===== config.mk =====
export PLATFORM = sky130hd
export DESIGN_NAME = muldiv_unit
export DESIGN_NICKNAME = d
export VERILOG_FILES = /design/src/rtl/muldiv_unit.sv
export SDC_FILE = /design/constraint.sdc
export NUM_CORES = 1
export LEC_CHECK = 0
export CORE_ASPECT_RATIO = 0.5
export CORE_UTILIZATION = 30
export CTS_BUF_LIST = sky130_fd_sc_hd__clkbuf_16
export DETAILED_ROUTE_END_ITERATION = 7
export DONT_BUFFER_PORTS = 1
export GPL_TIMING_DRIVEN = 1
export PLACE_DENSITY = 0.53
export SYNTH_ARGS = -nofsm -noshare
export SYNTH_HDL_FRONTEND = slang
export SYNTH_SLANG_ARGS = --single-unit

===== constraint.sdc =====
create_clock -name i_clk -period 4.81 [get_ports i_clk]
set_clock_uncertainty 0.15 [all_clocks]
set_input_delay 0.962 -clock i_clk [delete_from_list [all_inputs] [get_ports i_clk]]
set_output_delay 0.962 -clock i_clk [all_outputs]
set_load 0.005 [all_outputs]

===== src/rtl/muldiv_unit.sv =====
// rtl/muldiv_unit.sv - iterative radix-2 multiply/divide unit for the EXE stage
// MULT/MULTU/DIV/DIVU on magnitudes, signs fixed up after DATA_W calc cycles.
module muldiv_unit #(
  parameter int DATA_W = 32
) (
  input  logic              i_clk,
  input  logic              i_rst,
  input  logic              i_enable,
  input  logic              i_start,
  input  logic [1:0]        i_op,
  input  logic [DATA_W-1:0] i_operand_a,
  input  logic [DATA_W-1:0] i_operand_b,
  input  logic              i_flush,
  output logic              o_busy,
  output logic              o_stall_req,
  output logic              o_done,
  output logic              o_div_by_zero,
  output logic [DATA_W-1:0] o_hi,
  output logic [DATA_W-1:0] o_lo
);

  localparam int CNT_W = (DATA_W > 1) ? $clog2(DATA_W) : 1;

  typedef enum logic [1:0] {S_IDLE, S_CALC, S_FIXUP, S_DONE} state_t;

  state_t              r_state;
  state_t              w_state_nxt;
  logic                r_is_div;
  logic                r_neg_res;
  logic                r_neg_rem;
  logic [CNT_W-1:0]    r_cnt;
  logic [DATA_W-1:0]   r_a;
  logic [DATA_W-1:0]   r_b;
  logic [2*DATA_W-1:0] r_acc;
  logic [DATA_W-1:0]   r_hi;
  logic [DATA_W-1:0]   r_lo;
  logic                r_dbz;

  logic                w_start_ok;
  logic                w_a_neg;
  logic                w_b_neg;
  logic [DATA_W-1:0]   w_a_mag;
  logic [DATA_W-1:0]   w_b_mag;
  logic [DATA_W:0]     w_mul_sum;
  logic [2*DATA_W-1:0] w_mul_nxt;
  logic [DATA_W:0]     w_rem_sh;
  logic [DATA_W:0]     w_diff;
  logic                w_ge;
  logic [2*DATA_W-1:0] w_div_nxt;
  logic [2*DATA_W-1:0] w_prod_fix;
  logic [DATA_W-1:0]   w_quot_fix;
  logic [DATA_W-1:0]   w_rem_fix;

  assign w_start_ok = (r_state == S_IDLE) & i_start & ~i_flush;
  assign w_a_neg    = ~i_op[0] & i_operand_a[DATA_W-1];
  assign w_b_neg    = ~i_op[0] & i_operand_b[DATA_W-1];
  assign w_a_mag    = w_a_neg ? -i_operand_a : i_operand_a;
  assign w_b_mag    = w_b_neg ? -i_operand_b : i_operand_b;

  // Multiply: accumulator upper half gains a when the multiplier LSB is set, then shifts right
  assign w_mul_sum = {1'b0, r_acc[2*DATA_W-1:DATA_W]} + (r_acc[0] ? {1'b0, r_a} : '0);
  assign w_mul_nxt = {w_mul_sum, r_acc[DATA_W-1:1]};

  // Divide: {remainder, dividend/quotient} shifts left, quotient bits enter at the bottom
  assign w_rem_sh  = r_acc[2*DATA_W-1:DATA_W-1];
  assign w_diff    = w_rem_sh - {1'b0, r_b};
  assign w_ge      = (w_rem_sh >= {1'b0, r_b});
  assign w_div_nxt = {(w_ge ? w_diff[DATA_W-1:0] : w_rem_sh[DATA_W-1:0]),
                      r_acc[DATA_W-2:0], w_ge};

  assign w_prod_fix = r_neg_res ? -r_acc : r_acc;
  assign w_quot_fix = r_neg_res ? -r_acc[DATA_W-1:0] : r_acc[DATA_W-1:0];
  assign w_rem_fix  = r_neg_rem ? -r_acc[2*DATA_W-1:DATA_W] : r_acc[2*DATA_W-1:DATA_W];

  always_comb begin
    w_state_nxt = r_state;
    case (r_state)
      S_IDLE:  if (w_start_ok) w_state_nxt = S_CALC;
      S_CALC: begin
        if (i_flush) w_state_nxt = S_IDLE;
        else if (r_cnt == CNT_W'(DATA_W - 1)) w_state_nxt = S_FIXUP;
      end
      S_FIXUP: w_state_nxt = i_flush ? S_IDLE : S_DONE;
      S_DONE:  w_state_nxt = S_IDLE;
      default: w_state_nxt = S_IDLE;
    endcase
  end

  always_ff @(posedge i_clk) begin
    if (i_rst) begin
      r_state   <= S_IDLE;
      r_is_div  <= 1'b0;
      r_neg_res <= 1'b0;
      r_neg_rem <= 1'b0;
      r_cnt     <= '0;
      r_a       <= '0;
      r_b       <= '0;
      r_acc     <= '0;
      r_hi      <= '0;
      r_lo      <= '0;
      r_dbz     <= 1'b0;
    end else if (i_enable) begin
      r_state <= w_state_nxt;
      case (r_state)
        S_IDLE: begin
          if (w_start_ok) begin
            r_is_div  <= i_op[1];
            r_a       <= w_a_mag;
            r_b       <= w_b_mag;
            r_neg_res <= w_a_neg ^ w_b_neg;
            r_neg_rem <= w_a_neg;
            r_cnt     <= '0;
            r_acc     <= {{DATA_W{1'b0}}, (i_op[1] ? w_a_mag : w_b_mag)};
          end
        end
        S_CALC: begin
          r_acc <= r_is_div ? w_div_nxt : w_mul_nxt;
          r_cnt <= r_cnt + 1'b1;
        end
        S_FIXUP: begin
          if (!i_flush) begin
            if (!r_is_div) begin
              r_hi  <= w_prod_fix[2*DATA_W-1:DATA_W];
              r_lo  <= w_prod_fix[DATA_W-1:0];
              r_dbz <= 1'b0;
            end else if (r_b == '0) begin
              r_hi  <= r_a;
              r_lo  <= '1;
              r_dbz <= 1'b1;
            end else begin
              r_hi  <= w_rem_fix;
              r_lo  <= w_quot_fix;
              r_dbz <= 1'b0;
            end
          end
        end
        default: ;
      endcase
    end
  end

  assign o_busy        = (r_state != S_IDLE);
  assign o_stall_req   = w_start_ok | (r_state == S_CALC) | (r_state == S_FIXUP);
  assign o_done        = (r_state == S_DONE);
  assign o_div_by_zero = r_dbz;
  assign o_hi          = r_hi;
  assign o_lo          = r_lo;

endmodule

==> results.txt, run 1 <==
- Area fraction in and, or, nand and nor cells after synthesis: 22.1%
* Horiz. Die Dim: 329 um
- Synthesized instance count: 2199
* ANT nets after route: 0
- Number of nets in the finished design: 2228
- Tightest Hold Check Type: flop to flop
- In this design, the stage delay of the slowest critical-path cell is 0.65 ns.
- Max-cap violations in this run came to 0.
- Starting utilization of the core area: 30.6%
* Synthesis Warnings: 0
- TritonCTS built the clock tree.
- Post-synthesis adder-cell area fraction: 5.71%
* Wire length per cell: 22.1 um
* Async S/R FF share, synth: 0%
- In this run the vertical extent of the chip is 166 um.
* Via-per-instance ratio: 5.68
- The number of pins with negative max-slew slack in the final report came to 0.
- The initial antenna violation count was 0.
- Setup repair after global routing missed its margin: no
* Std-Cell Rows: 59
- In this run the tightest slew margin relative to its limit is 30.2%.
- Signed area change from the synthesized netlist to the final layout: 7.53%
- Post-synth cell types: 75
- The worst setup path is launched from a flop.
- Averaged over all synthesized cells, the footprint is 7.30 sq um.
- Arrival time worst endpoint: 4.10 ns
* Number of sinks driven by the clock tree: 203
- Prior to clock tree synthesis, the placed netlist has a worst setup slack of 0.987 ns.
- Counting along the longest clock path gives a buffer depth of 3.
- Required @ worst endpoint: 5.08 ns
- The synthesized netlist devotes 11.3% of its cell area to XOR and XNOR gates.
* Slowest cell on the critical path: sky130_fd_sc_hd__or4_1
* DRT Pass-1 Iters: 5
- Mapped Nets: 2342
- Of the available clock period, the critical path in the final layout requires 79.5%.
- Summing every instance area after synthesis gives 0.0160 sq mm.
- Setup slack closes at 0.984 ns.
- sky130_fd_sc_hd__nor2_1 is the most common cell in the netlist.
- Total Wirelength: 62000 um
- The first global-routing pass estimated 92500 um of wire.
- The root buffer cell chosen for the clock tree is sky130_fd_sc_hd__clkbuf_16.
* DRC viols: 0
* Number of enable flip-flop cells after synthesis: 0
* Shortest clock period the worst path allows after layout: 3.83 ns
- Final setup vio count: 0
- Routability congestion estimate: 0.950
* Number of buffer and inverter instances along the worst setup path: 0
- Ratio of total power to cell area: 256 mW/mm^2
* Fillcell total: 5649
- IR analysis of the VDD net gives a maximum drop of 201 uV.
- Number of buffers inserted during clock tree synthesis: 23
- Seq. cell area: 0.00407 sq mm
- Count of placed standard cells in the final layout, fillers left out: 2804
- Most frequent cells after synthesis: sky130_fd_sc_hd__nor2_1, sky130_fd_sc_hd__dfxtp_1, sky130_fd_sc_hd__nand2_1
- CTS built an H-tree with a depth of 1.
* Detailed placement HPWL: 47500 um
- The worst setup path is captured at a flop.
- Of the synthesized area, sequential elements account for 25.3%.
* Synthesized-area fraction occupied by ao, oa, aoi and oai cells: 26.7%
- Walking the worst path, the cells encountered are or4_1 -> nor4_1 -> and3_1 -> nand2_1 -> o41ai_1 -> xor2_1 -> nor2_1 -> a211oi_1 -> nor3_1.
* Grt total ovfl: 0
- By area, the combinational part of the netlist is dominated by compound AO/OA/AOI/OAI gates.
- Area of the die: 0.0545 sq mm
- The number of global-route vias before repair came to 14600.
- For this design the static power due to leakage is 6.30 nW.
* Total vias in the final route: 15900
- By area the synthesized netlist is led by sky130_fd_sc_hd__dfxtp_1, sky130_fd_sc_hd__nor2_1, sky130_fd_sc_hd__xor2_1.
* Peak fanout along the critical path: 10
- After clock tree synthesis, the clock-pin slew on the worst setup and hold paths is 0.06 ns.
- Hold Crit Depth: 2
- The most used flip-flop cell after synthesis is sky130_fd_sc_hd__dfxtp_1.
* Number of cell instances on the worst register-to-register path: 9
- The total count of hold-check failures in the final report came to 0.
- 139 I/O pins were placed.
- Summed over its instances, the top area cell type makes up 25.3% of the synthesized netlist area.
- Minimum hold slack: 0.310 ns
- Result of the run: finished, final reports clean
- Combined global-route utilization of all metal layers: 22.1%
- Cell depth of the worst setup path: 9
- After clock tree synthesis, the flow added hold-fix buffers numbering 0.
- At the later pin of the worst-skew pair, clock insertion delay measures 0.56 ns.
- Post-CTS timing repair inserted 0 buffers for setup.
- The number of placed instances, taps included, is 2761.
- In this run, synthesis produced a sequential element count of 203.
- Highest clock rate: 0.261 GHz
- Start-to-end type of the worst setup path: flop to flop
* Actual transition at the worst max-transition pin: 1.04 ns
- sky130_fd_sc_hd__dfxtp_1 takes more of the synthesized area than any other cell.
- Number of gates given a new drive strength after cts: 0
- Tot Pwr: 4.42 mW
- On the critical path the largest part of the delay comes from simple AND/OR/NAND/NOR gates.
- In this run the tool buffered the top-level ports with 0 buffer cells.
* Area used by multi-input combinational logic: 0.0111 sq mm
- The post-route netlist has 5.00% of its cells at a drive strength greater than 1.
- The first routing iteration left 1569 violations.
- In this run the standard cell core region covers 0.0524 sq mm.
- Setup TNS: 0 ns
- Of the post-synthesis cell area, the part taken by muxes is 3.14%.
* Maximum number of pins on one net before global-route repair: 179
==> metal layers <==
metal | track usage [%] | up-vias | wire, um
li1 | - | 7679 | -
met1 | 30.6 | 7672 | 28700
met2 | 35.6 | 482 | 27900
met3 | 3.06 | 98 | 3590
met4 | 6.29 | 0 | 1820
met5 | 0 | - | 0
==> final cells by class <==
type | count | share of cell area (%)
well taps | 701 | 5.08
clock buffers | 23 | 3.34
inverters | 65 | 1.41
clock inverters | 19 | 0.769
flip-flops and latches | 203 | 23.6
multi-input cells | 1756 | 64.2
repair buffers | 36 | 1.57
diodes | 1 | 0.0145
==> cell usage in the layout (no fill, tap or decap), types with 5 or more instances in the layout <==
cell type,count
sky130_fd_sc_hd__a211o_1,6
sky130_fd_sc_hd__a211oi_1,91
sky130_fd_sc_hd__a21boi_0,5
sky130_fd_sc_hd__a21o_1,16
sky130_fd_sc_hd__a21oi_1,173
sky130_fd_sc_hd__a221oi_1,5
sky130_fd_sc_hd__a22oi_1,12
sky130_fd_sc_hd__a311oi_1,28
sky130_fd_sc_hd__a31oi_1,7
sky130_fd_sc_hd__and2_1,49
sky130_fd_sc_hd__and3_1,9
sky130_fd_sc_hd__buf_4,36
sky130_fd_sc_hd__clkbuf_16,23
sky130_fd_sc_hd__clkinv_2,8
sky130_fd_sc_hd__dfxtp_1,201
sky130_fd_sc_hd__ha_1,70
sky130_fd_sc_hd__inv_1,68
sky130_fd_sc_hd__mux2i_1,47
sky130_fd_sc_hd__nand2_1,192
sky130_fd_sc_hd__nand2b_1,17
sky130_fd_sc_hd__nand3_1,35
sky130_fd_sc_hd__nand4_1,24
sky130_fd_sc_hd__nor2_1,278
sky130_fd_sc_hd__nor2b_1,18
sky130_fd_sc_hd__nor3_1,47
sky130_fd_sc_hd__nor4_1,23
sky130_fd_sc_hd__o211ai_1,28
sky130_fd_sc_hd__o21a_1,14
sky130_fd_sc_hd__o21ai_0,169
sky130_fd_sc_hd__o21bai_1,9
sky130_fd_sc_hd__o221ai_1,7
sky130_fd_sc_hd__o22ai_1,23
sky130_fd_sc_hd__o31ai_1,26
sky130_fd_sc_hd__o41ai_1,19
sky130_fd_sc_hd__or2_2,6
sky130_fd_sc_hd__or3_1,15
sky130_fd_sc_hd__or4_1,14
sky130_fd_sc_hd__xnor2_1,89
sky130_fd_sc_hd__xor2_1,118
==> sequential cells by signal, indices dropped and copies added, names as in the netlist <==
register / cells
r_acc: 64
o_hi: 32
o_lo: 32
r_a: 32
r_b: 32
r_cnt: 5
r_state: 2
o_div_by_zero: 1
r_is_div: 1
r_neg_rem: 1
r_neg_res: 1
==> power breakdown <==
part | switching, mW | internal, mW
clock | 0.783 | 0.932
combinational | 0.566 | 0.312
sequential | 0.0948 | 1.73
total | 1.44 | 2.97
==> tightest hold or removal path, cell delays in order (launching register included) <==
cell                      delay, ns
sky130_fd_sc_hd__dfxtp_1       0.32
sky130_fd_sc_hd__nand2_1       0.06
sky130_fd_sc_hd__a21oi_1       0.05
==> cells by family (layout without fill, tap and decap cells) <==
logic type               count (synthesis)  after routing
AND/OR/NAND/NOR                        757            757
AO/OA/AOI/OAI                          670            670
buffers and inverters                  240            143
XOR/XNOR                               207            207
flip-flops                             203            203
adder cells (fa/ha/maj)                 72             72
multiplexers                            50             50
other                                    0              1
==> stage by stage <==
| step | instance area, sq um | util, % |
|---|---|---|
| floorplan | 16000 | - |
| global placement | 16500 | 31.6 |
| detailed placement | 16500 | 31.6 |
| CTS | 17300 | 32.9 |
| global route | 17300 | 32.9 |
| finish | 17300 | 32.9 |
==> worst paths after layout <==
| check | from | end | slack (ns) |
|---|---|---|---|
| max | r_acc[9] | o_hi[24] | 0.98 |
| min | o_hi[25] | o_hi[25] | 0.31 |
| max reg2reg | r_acc[9] | o_hi[24] | 0.98 |
| min reg2reg | o_hi[25] | o_hi[25] | 0.31 |
Note: power is estimated with default switching activity, not from simulation.
==> run 2, diff against run 1 <==
==> constraint.sdc (replaced) <==
create_clock -name i_clk -period 3.6 [get_ports i_clk]
set_clock_uncertainty 0.15 [all_clocks]
set_input_delay 0.72 -clock i_clk [delete_from_list [all_inputs] [get_ports i_clk]]
set_output_delay 0.72 -clock i_clk [all_outputs]
set_load 0.005 [all_outputs]
==> results.txt, run 2 (synthesized netlist as in run 1, its figures left out) <==
- Result of the run: finished, final reports clean
- The power per standard cell area came to 346 mW/mm^2 (+35%).
- The final RePlAce weighted congestion is 1.04 (+9.3%).
- The combinational fraction of design power came to 21.1% (+1.2 points).
* Number of violations of the max-capacitance limit: 0 (unchanged)
* Maximum number of pins on one net before global-route repair: 179 (unchanged)
- Actual transition at the worst max-transition pin: 0.882 ns (-0.162 ns)
- The library cell used most frequently in the layout, excluding fill and tap cells, is sky130_fd_sc_hd__nor2_1.
- Required @ worst endpoint: 3.90 ns (-1.18 ns)
- Number of violations reported at the end of detailed-routing iteration 0: 1551 (-1.1%)
- The shortest clock period the worst path allows after layout is 3.46 ns (-0.363 ns).
* Cts hold-fix bufs: 0 (unchanged)
- The standard-cell row count was 59 (unchanged).
- The sequential group share of total power is 38.1% (-3.2 points).
- The fraction of the cycle the final worst path needs was 96.2% (+17 points).
- The area of the placeable core was 0.0524 sq mm (unchanged).
- Cell Int Power: 4.30 mW (+45%)
- The worst max-slew margin expressed relative to the limit is 41.1% (+11 points).
- Starting utilization of the core area: 30.6% (unchanged)
- The number of nets with antenna violations after routing was 0 (unchanged).
- Switching component of the power: 2.00 mW (+38%)
- Detailed placement HPWL: 51800 um (+9.1%)
- Minimum hold slack: 0.0883 ns (-0.222 ns)
- The routing usage on met2 is 36.3% (+0.71 points).
- Hold path startpoint: i_rst
- The die span in x came to 329 um (unchanged).
- The worst register-to-register path begins at r_acc[9].
* Most flops, register: r_acc
* Final setup vio count: 0 (unchanged)
* Initial antenna violation count: 3 (+3)
* Global-route met3 utilization: 4.79% (+1.7 points)
- The placed standard-cell area is 0.0174 sq mm (+5.0%).
- DRC viols: 0 (unchanged)
- Via-per-instance ratio: 5.66 (-0.42%)
- Start-to-end type of the worst setup path: flop to flop
* Via count of the first global-routing pass: 14700 (+0.99%)
- Fin. max-slew vios: 0 (unchanged)
- Peak fanout along the critical path: 7 (-3)
- Clock tree buffer depth: 3 (unchanged)
- In the layout the commonest cells are sky130_fd_sc_hd__nor2_1, sky130_fd_sc_hd__dfxtp_1, sky130_fd_sc_hd__nand2_1.
- Share of final-layout standard cells stronger than drive strength 1: 9.66% (+4.7 points)
- Area of the die: 0.0545 sq mm (unchanged)
* Total Wirelength: 66000 um (+6.6%)
- DRT Pass-1 Iters: 7 (+2)
* Signed area change from the synthesized netlist to the final layout: 13.4%
* Setup TNS: 0 ns (unchanged)
- The final instance area is 0.0182 sq mm (+5.4%).
- The count of nets after finishing was 2333 (+4.7%).
* CTS tree: yes
* Peak supply drop: 280 uV (+39%)
- The min-delay analysis places its worst path in the category input port to flop.
* Grt total ovfl: 0 (unchanged)
- Number of input and output port buffers inserted: 0 (unchanged)
- The vertical die dimension was 166 um (unchanged).
- The total count of hold-check failures in the final report was 0 (unchanged).
- H-tree depth reported by CTS: 1 (unchanged)
* Total vias in the final route: 16400 (+3.2%)
* Worst setup EP type: flop
- The CTS buffer count was 23 (unchanged).
- The register clock-pin slew on the reported worst setup and hold paths came to 0.06 ns (about the same).
- The switching share of power came to 31.7% (-0.98 points).
- Diodes inserted: 0 (-1)
- STA classifies the critical path startpoint as a flop.
- The count of non-filler cells in the finished layout was 2906 (+3.6%).
* Number of sinks driven by the clock tree: 203 (unchanged)
- Wire length per cell: 22.7 um (+2.8%)
- The post-CTS setup-driven buffer insertion count was 0 (unchanged).
* Start point of the critical path: r_acc[9]
- Peak-usage layer in the global routing report: met2
- Max FFs per register: 64 (unchanged)
* Clock latency on the worst-skew pair: 0.57 ns (about the same)
* Ports: 139 (unchanged)
- The global-route wire length before repair was 96700 um (+4.6%).
* Arrival time worst endpoint: 3.76 ns (-0.34 ns)
- Number of instances in the placed design: 2866 (+3.8%)
* Leakage dissipation: 6.88 nW (+9.3%)
- GR Layer Usage met1: 32.9% (+2.3 points)
- Combined global-route utilization of all metal layers: 23.4% (+1.4 points)
* Root buffer cell: sky130_fd_sc_hd__clkbuf_16
- The clock share of power was 40.7% (+1.9 points).
* Highest clock rate: 0.289 GHz (+10%)
## run 2: cell count changes in the layout (fill, tap and decap cells not counted), moves of 2 or more
| cell | previous run | this run |
|---|---|---|
| sky130_fd_sc_hd__buf_12 | 0 | 3 |
| sky130_fd_sc_hd__buf_4 | 36 | 138 |
| sky130_fd_sc_hd__bufinv_16 | 1 | 4 |
| sky130_fd_sc_hd__clkinv_2 | 8 | 1 |
| sky130_fd_sc_hd__inv_6 | 0 | 2 |
## run 2: cell type report
| type | count | area, sq um |
|---|---|---|
| Timing Repair Buffer | 141 | 1100 |
| Sequential cell | 203 | 4070 |
| Clock buffer | 24 | 601 |
| Tap cell | 701 | 877 |
| Inverter | 65 | 244 |
| Multi-Input combinational cell | 1756 | 11100 |
| Fill cell | 5557 | 34200 |
| Clock inverter | 16 | 200 |
## run 2: final timing paths
| path | end | depth (start not counted) | slack (ns) |
|---|---|---|---|
| hold reg to reg | o_hi[25] | 2 | 0.31 |
| setup / recovery | o_hi[26] | 9 | 0.14 |
| hold / removal | o_hi[13] | 1 | 0.09 |
| setup reg to reg | o_hi[26] | 9 | 0.14 |
## run 2: power groups by stage
stage / sequential, mW / combinational (mW) / clock, mW
after floorplan: 2.40 / 0.883 / 0
after global placement: 2.45 / 1.31 / 0
after detailed placement: 2.45 / 1.30 / 0
after CTS: 2.40 / 1.31 / 2.60
after global routing: 2.41 / 1.44 / 2.69
final: 2.40 / 1.33 / 2.57
## run 2: repair_timing
item                                    4_1_cts  5_1_grt
resized for setup                             0        4
endpoints found under the hold margin         0        0
endpoints found under the setup margin        0        4
## run 2: worst max-delay path, stage by stage, from the launching register on
cell                      delay [ns]
sky130_fd_sc_hd__dfxtp_1        0.31
sky130_fd_sc_hd__or4_1          0.64
sky130_fd_sc_hd__nor4_1         0.36
sky130_fd_sc_hd__buf_4          0.18
sky130_fd_sc_hd__and3_1         0.34
sky130_fd_sc_hd__nand2_1        0.31
sky130_fd_sc_hd__or4_4          0.61
sky130_fd_sc_hd__a211o_1        0.30
sky130_fd_sc_hd__nand3_1        0.09
sky130_fd_sc_hd__o21ai_1        0.07
## run 2: layer usage
metal  vias to the layer above  routed length [um]
met5                         -                  13
met4                         2                1770
met3                       101                5190
met2                       576               28500
li1                       7876                   -
met1                      7886               30500
## run 2: stage by stage
| stage | power [mW] | setup WS [ns] | utilization [%] |
|---|---|---|---|
| final | 6.30 | 0.137 | 34.7 |
| after global routing | 6.53 | -0.0655 | 34.7 |
| after CTS | 6.31 | 0.198 | 34.7 |
| after detailed placement | 3.75 | 0.0337 | 33.1 |
| after global placement | 3.76 | 0.0657 | 33.1 |
| after floorplan | 3.29 | 0.219 | - |
==> run 3, diff against run 2 <==
==> constraint.sdc (replaced) <==
create_clock -name i_clk -period 3.6 [get_ports i_clk]
set_clock_uncertainty 0.15 [all_clocks]
set_input_delay 0.54 -clock i_clk [delete_from_list [all_inputs] [get_ports i_clk]]
set_output_delay 0.54 -clock i_clk [all_outputs]
set_load 0.005 [all_outputs]
==> results.txt, run 3 (synthesized netlist as in run 1, its figures left out) <==
- Setup slack on the worst flop-to-flop path: 0.13 ns (about the same)
* Top Family by Delay on Critical Path: simple AND/OR/NAND/NOR gates
- The fraction of the cycle the final worst path needs came to 96.3% (about the same).
* DRT Pass-1 Iters: 6 (-1)
- Via-per-instance ratio: 5.68 (+0.39%)
- Clk pwr share: 38.7% (-2.0 points)
- Type of origin of the critical path: flop
- First-pass GRT wire length: 97300 um (+0.61%)
- Worst setup EP type: flop
- The area of the placeable core is 0.0524 sq mm (unchanged).
* Number of buffer and inverter instances along the worst setup path: 3 (+2)
- Shortest clock period the worst path allows after layout: 3.47 ns (+0.00346 ns)
- Setup repair after global routing left no endpoint under its margin.
- The number of setup violations in the final report is 0 (unchanged).
- The standard-cell row count is 59 (unchanged).
- Routed length on met3: 4420 um (-15%)
- Switching component of the power: 2.08 mW (+4.0%)
- The fraction of layout instances using a drive strength above 1 is 9.61% (-0.050 points).
* Number of nets in the finished design: 2335 (+0.086%)
- Setup TNS: 0 ns (unchanged)
* Starting utilization of the core area: 30.6% (unchanged)
- The total count of hold-check failures in the final report was 0 (unchanged).
- The run finished with clean final reports.
- Peak fanout along the critical path: 53 (+46)
- The critical path goes through buf_4 -> nor4_2 -> nand4_1 -> or2_2 -> buf_4 -> nor2_1 -> a21oi_1 -> a21oi_1 -> o21ai_0 -> o21ai_0 -> nor2_1 -> dlygate4sd3_1.
* Commonest cells after routing, fill and taps aside: sky130_fd_sc_hd__nor2_1, sky130_fd_sc_hd__dfxtp_1, sky130_fd_sc_hd__nand2_1
* Start point of the critical path: r_b[6]
- Critical Path Sink: o_hi[16]
- The number of buffers on the longest clock path came to 3 (unchanged).
* Slowest stage delay, CP: 0.54 ns (-0.10 ns)
* Clock-pin slew reported for the worst setup and hold paths after clock tree synthesis: 0.06 ns (about the same)
* Initial antenna violation count: 2 (-1)
- Number of sinks driven by the clock tree: 203 (unchanged)
- Slowest cell on the critical path: sky130_fd_sc_hd__dlygate4sd3_1
- The number of port buffers is 0 (unchanged).
* Cell depth of the worst setup path: 12 (+3)
- The number of pins with negative max-slew slack in the final report came to 0 (unchanged).
- Met2 Wirelength: 28700 um (+0.54%)
- The final RePlAce weighted congestion is 0.980 (-5.7%).
* Post CTS Setup Buffer Count: 0 (unchanged)
- Ratio of total power to cell area: 341 mW/mm^2 (-1.7%)
- Actual transition at the worst max-transition pin: 0.951 ns (+0.0684 ns)
* H-tree depth reported by CTS: 1 (unchanged)
- Total routed wire length on the met1 layer: 30700 um (+0.63%)
- Diodes inserted: 0 (unchanged)
- Max FFs per register: 64 (unchanged)
* Number of buffers inserted during clock tree synthesis: 24 (+4.3%)
- Grt total ovfl: 0 (unchanged)
- The number of maximum-capacitance violations came to 0 (unchanged).
- The design internal power came to 4.13 mW (-4.1%).
* Count of placed standard cells in the final layout, fillers left out: 2907 (+0.034%)
- The vertical die dimension came to 166 um (unchanged).
* Tightest Hold Check Type: input port to flop
- Required @ worst endpoint: 3.91 ns (about the same)
- The post-placement cell count came to 2861 (-0.17%).
- DRC viols: 0 (unchanged)
- The clock insertion delay at the later pin of the skew report came to 0.57 ns (about the same).
* Total vias in the final route: 16500 (+0.42%)
- The worst ir drop on vdd was 297 uV (+6.2%).
- The depth of the most critical reg-to-reg path is 12 (+3).
* Maximum number of pins on one net before global-route repair: 170 (-5.0%)
- The number of global-route vias before repair was 15100 (+2.2%).
* Area of the die: 0.0545 sq mm (unchanged)
- Wire length per cell: 22.6 um (-0.58%)
- The register with the most flip-flops in the final layout is r_acc.
- Combined global-route utilization of all metal layers: 23.4% (about the same)
- Signed area change from the synthesized netlist to the final layout: 13.5%
- The highest layer touched by signal routing is met4.
* Arrival time worst endpoint: 3.77 ns (about the same)
- Horiz. Die Dim: 329 um (unchanged)
* Commonest non-fill, non-tap cell in the layout: sky130_fd_sc_hd__nor2_1
- Leakage dissipation: 6.88 nW (-0.12%)
- Switching Share: 33.5% (+1.8 points)
- Ports: 139 (unchanged)
- The combinational fraction of design power came to 22.6% (+1.5 points).
* Slew HR: 36.6% (-4.5 points)
* Reg-to-Reg Start: r_b[6]
* Start-to-end type of the worst setup path: flop to flop
- Critical register-to-register path endpoint: o_hi[16]
- Highest clock rate: 0.288 GHz (about the same)
- ANT nets after route: 0 (unchanged)
- Sequential fraction of design power: 38.7% (+0.6 points)
* Detailed placement HPWL: 50700 um (-2.1%)
* Total Wirelength: 65700 um (-0.55%)
- CTS tree: yes
* Root buffer cell: sky130_fd_sc_hd__clkbuf_16
* Number of violations reported at the end of detailed-routing iteration 0: 1824 (+18%)
-- run 3: changes by cell type in the layout (fill, tap and decap cells not counted), sizes merged --
cell         delta
clkinv          +5
clkinvlp        -2
dlygate4sd3     +5
bufinv          -3
buf             -4
-- run 3: worst min-delay path by stage --
stage	slack, ns	from	end	cells past startpoint
after detailed placement	0.31	o_hi[10]	o_hi[10]	2
after floorplan	0.29	o_hi[26]	o_hi[26]	2
after global placement	0.31	o_hi[13]	o_hi[13]	2
after CTS	0.005	i_rst	o_hi[15]	2
after global routing	0.03	i_rst	o_hi[15]	2
final	0.03	i_rst	o_hi[15]	2
-- run 3: per-stage QoR --
step	hold slack [ns]	area [sq um]	util [%]	setup WS, ns	power [mW]
final	0.0280	18200	34.7	0.134	6.20
after CTS	0.00533	18200	34.7	0.0494	6.21
after floorplan	0.293	16000	-	0.370	3.29
after global routing	0.0265	18200	34.7	0.00443	6.46
after global placement	0.311	17400	33.1	0.0544	3.77
after detailed placement	0.313	17400	33.1	0.0698	3.77
-- run 3: power by group through the flow --
stage / logic, mW / clock network (mW) / registers [mW]
6_report: 1.40 / 2.40 / 2.40
5_1_grt: 1.51 / 2.54 / 2.41
4_1_cts: 1.37 / 2.44 / 2.40
3_5_place_dp: 1.32 / 0 / 2.45
3_3_place_gp: 1.32 / 0 / 2.45
2_1_floorplan: 0.883 / 0 / 2.40
-- run 3: what timing repair did --
action | CTS | global route
hold endpoints to repair | 170 | 0
hold buffers | 6 | 0
setup endpoints to repair | 0 | 2
gates resized for setup | 0 | 7
-- run 3: layer usage --
layer  global-route usage, %  vias to the layer above
li1                        -                     7885
met1                    33.0                     7957
met2                    36.8                      564
met3                    3.64                      104
met4                    6.76                        0
met5                       0                        -
-- run 3: final cells by class --
cell class | count | area, sq um
clock buffer | 24 | 601
clock inverter | 16 | 141
fill | 5621 | 34200
inverter | 65 | 244
multi-input combinational | 1756 | 11100
sequential | 203 | 4070
tap | 701 | 877
timing repair buffer | 142 | 1160
-- run 3: worst reg2reg max path, cell delays in order, from the launching register on --
cell	delay (ns)
sky130_fd_sc_hd__dfxtp_1	0.35
sky130_fd_sc_hd__buf_4	0.18
sky130_fd_sc_hd__nor4_2	0.43
sky130_fd_sc_hd__nand4_1	0.23
sky130_fd_sc_hd__or2_2	0.39
sky130_fd_sc_hd__buf_4	0.32
sky130_fd_sc_hd__nor2_1	0.23
sky130_fd_sc_hd__a21oi_1	0.06
sky130_fd_sc_hd__a21oi_1	0.18
sky130_fd_sc_hd__o21ai_0	0.14
sky130_fd_sc_hd__o21ai_0	0.11
sky130_fd_sc_hd__nor2_1	0.05
sky130_fd_sc_hd__dlygate4sd3_1	0.54
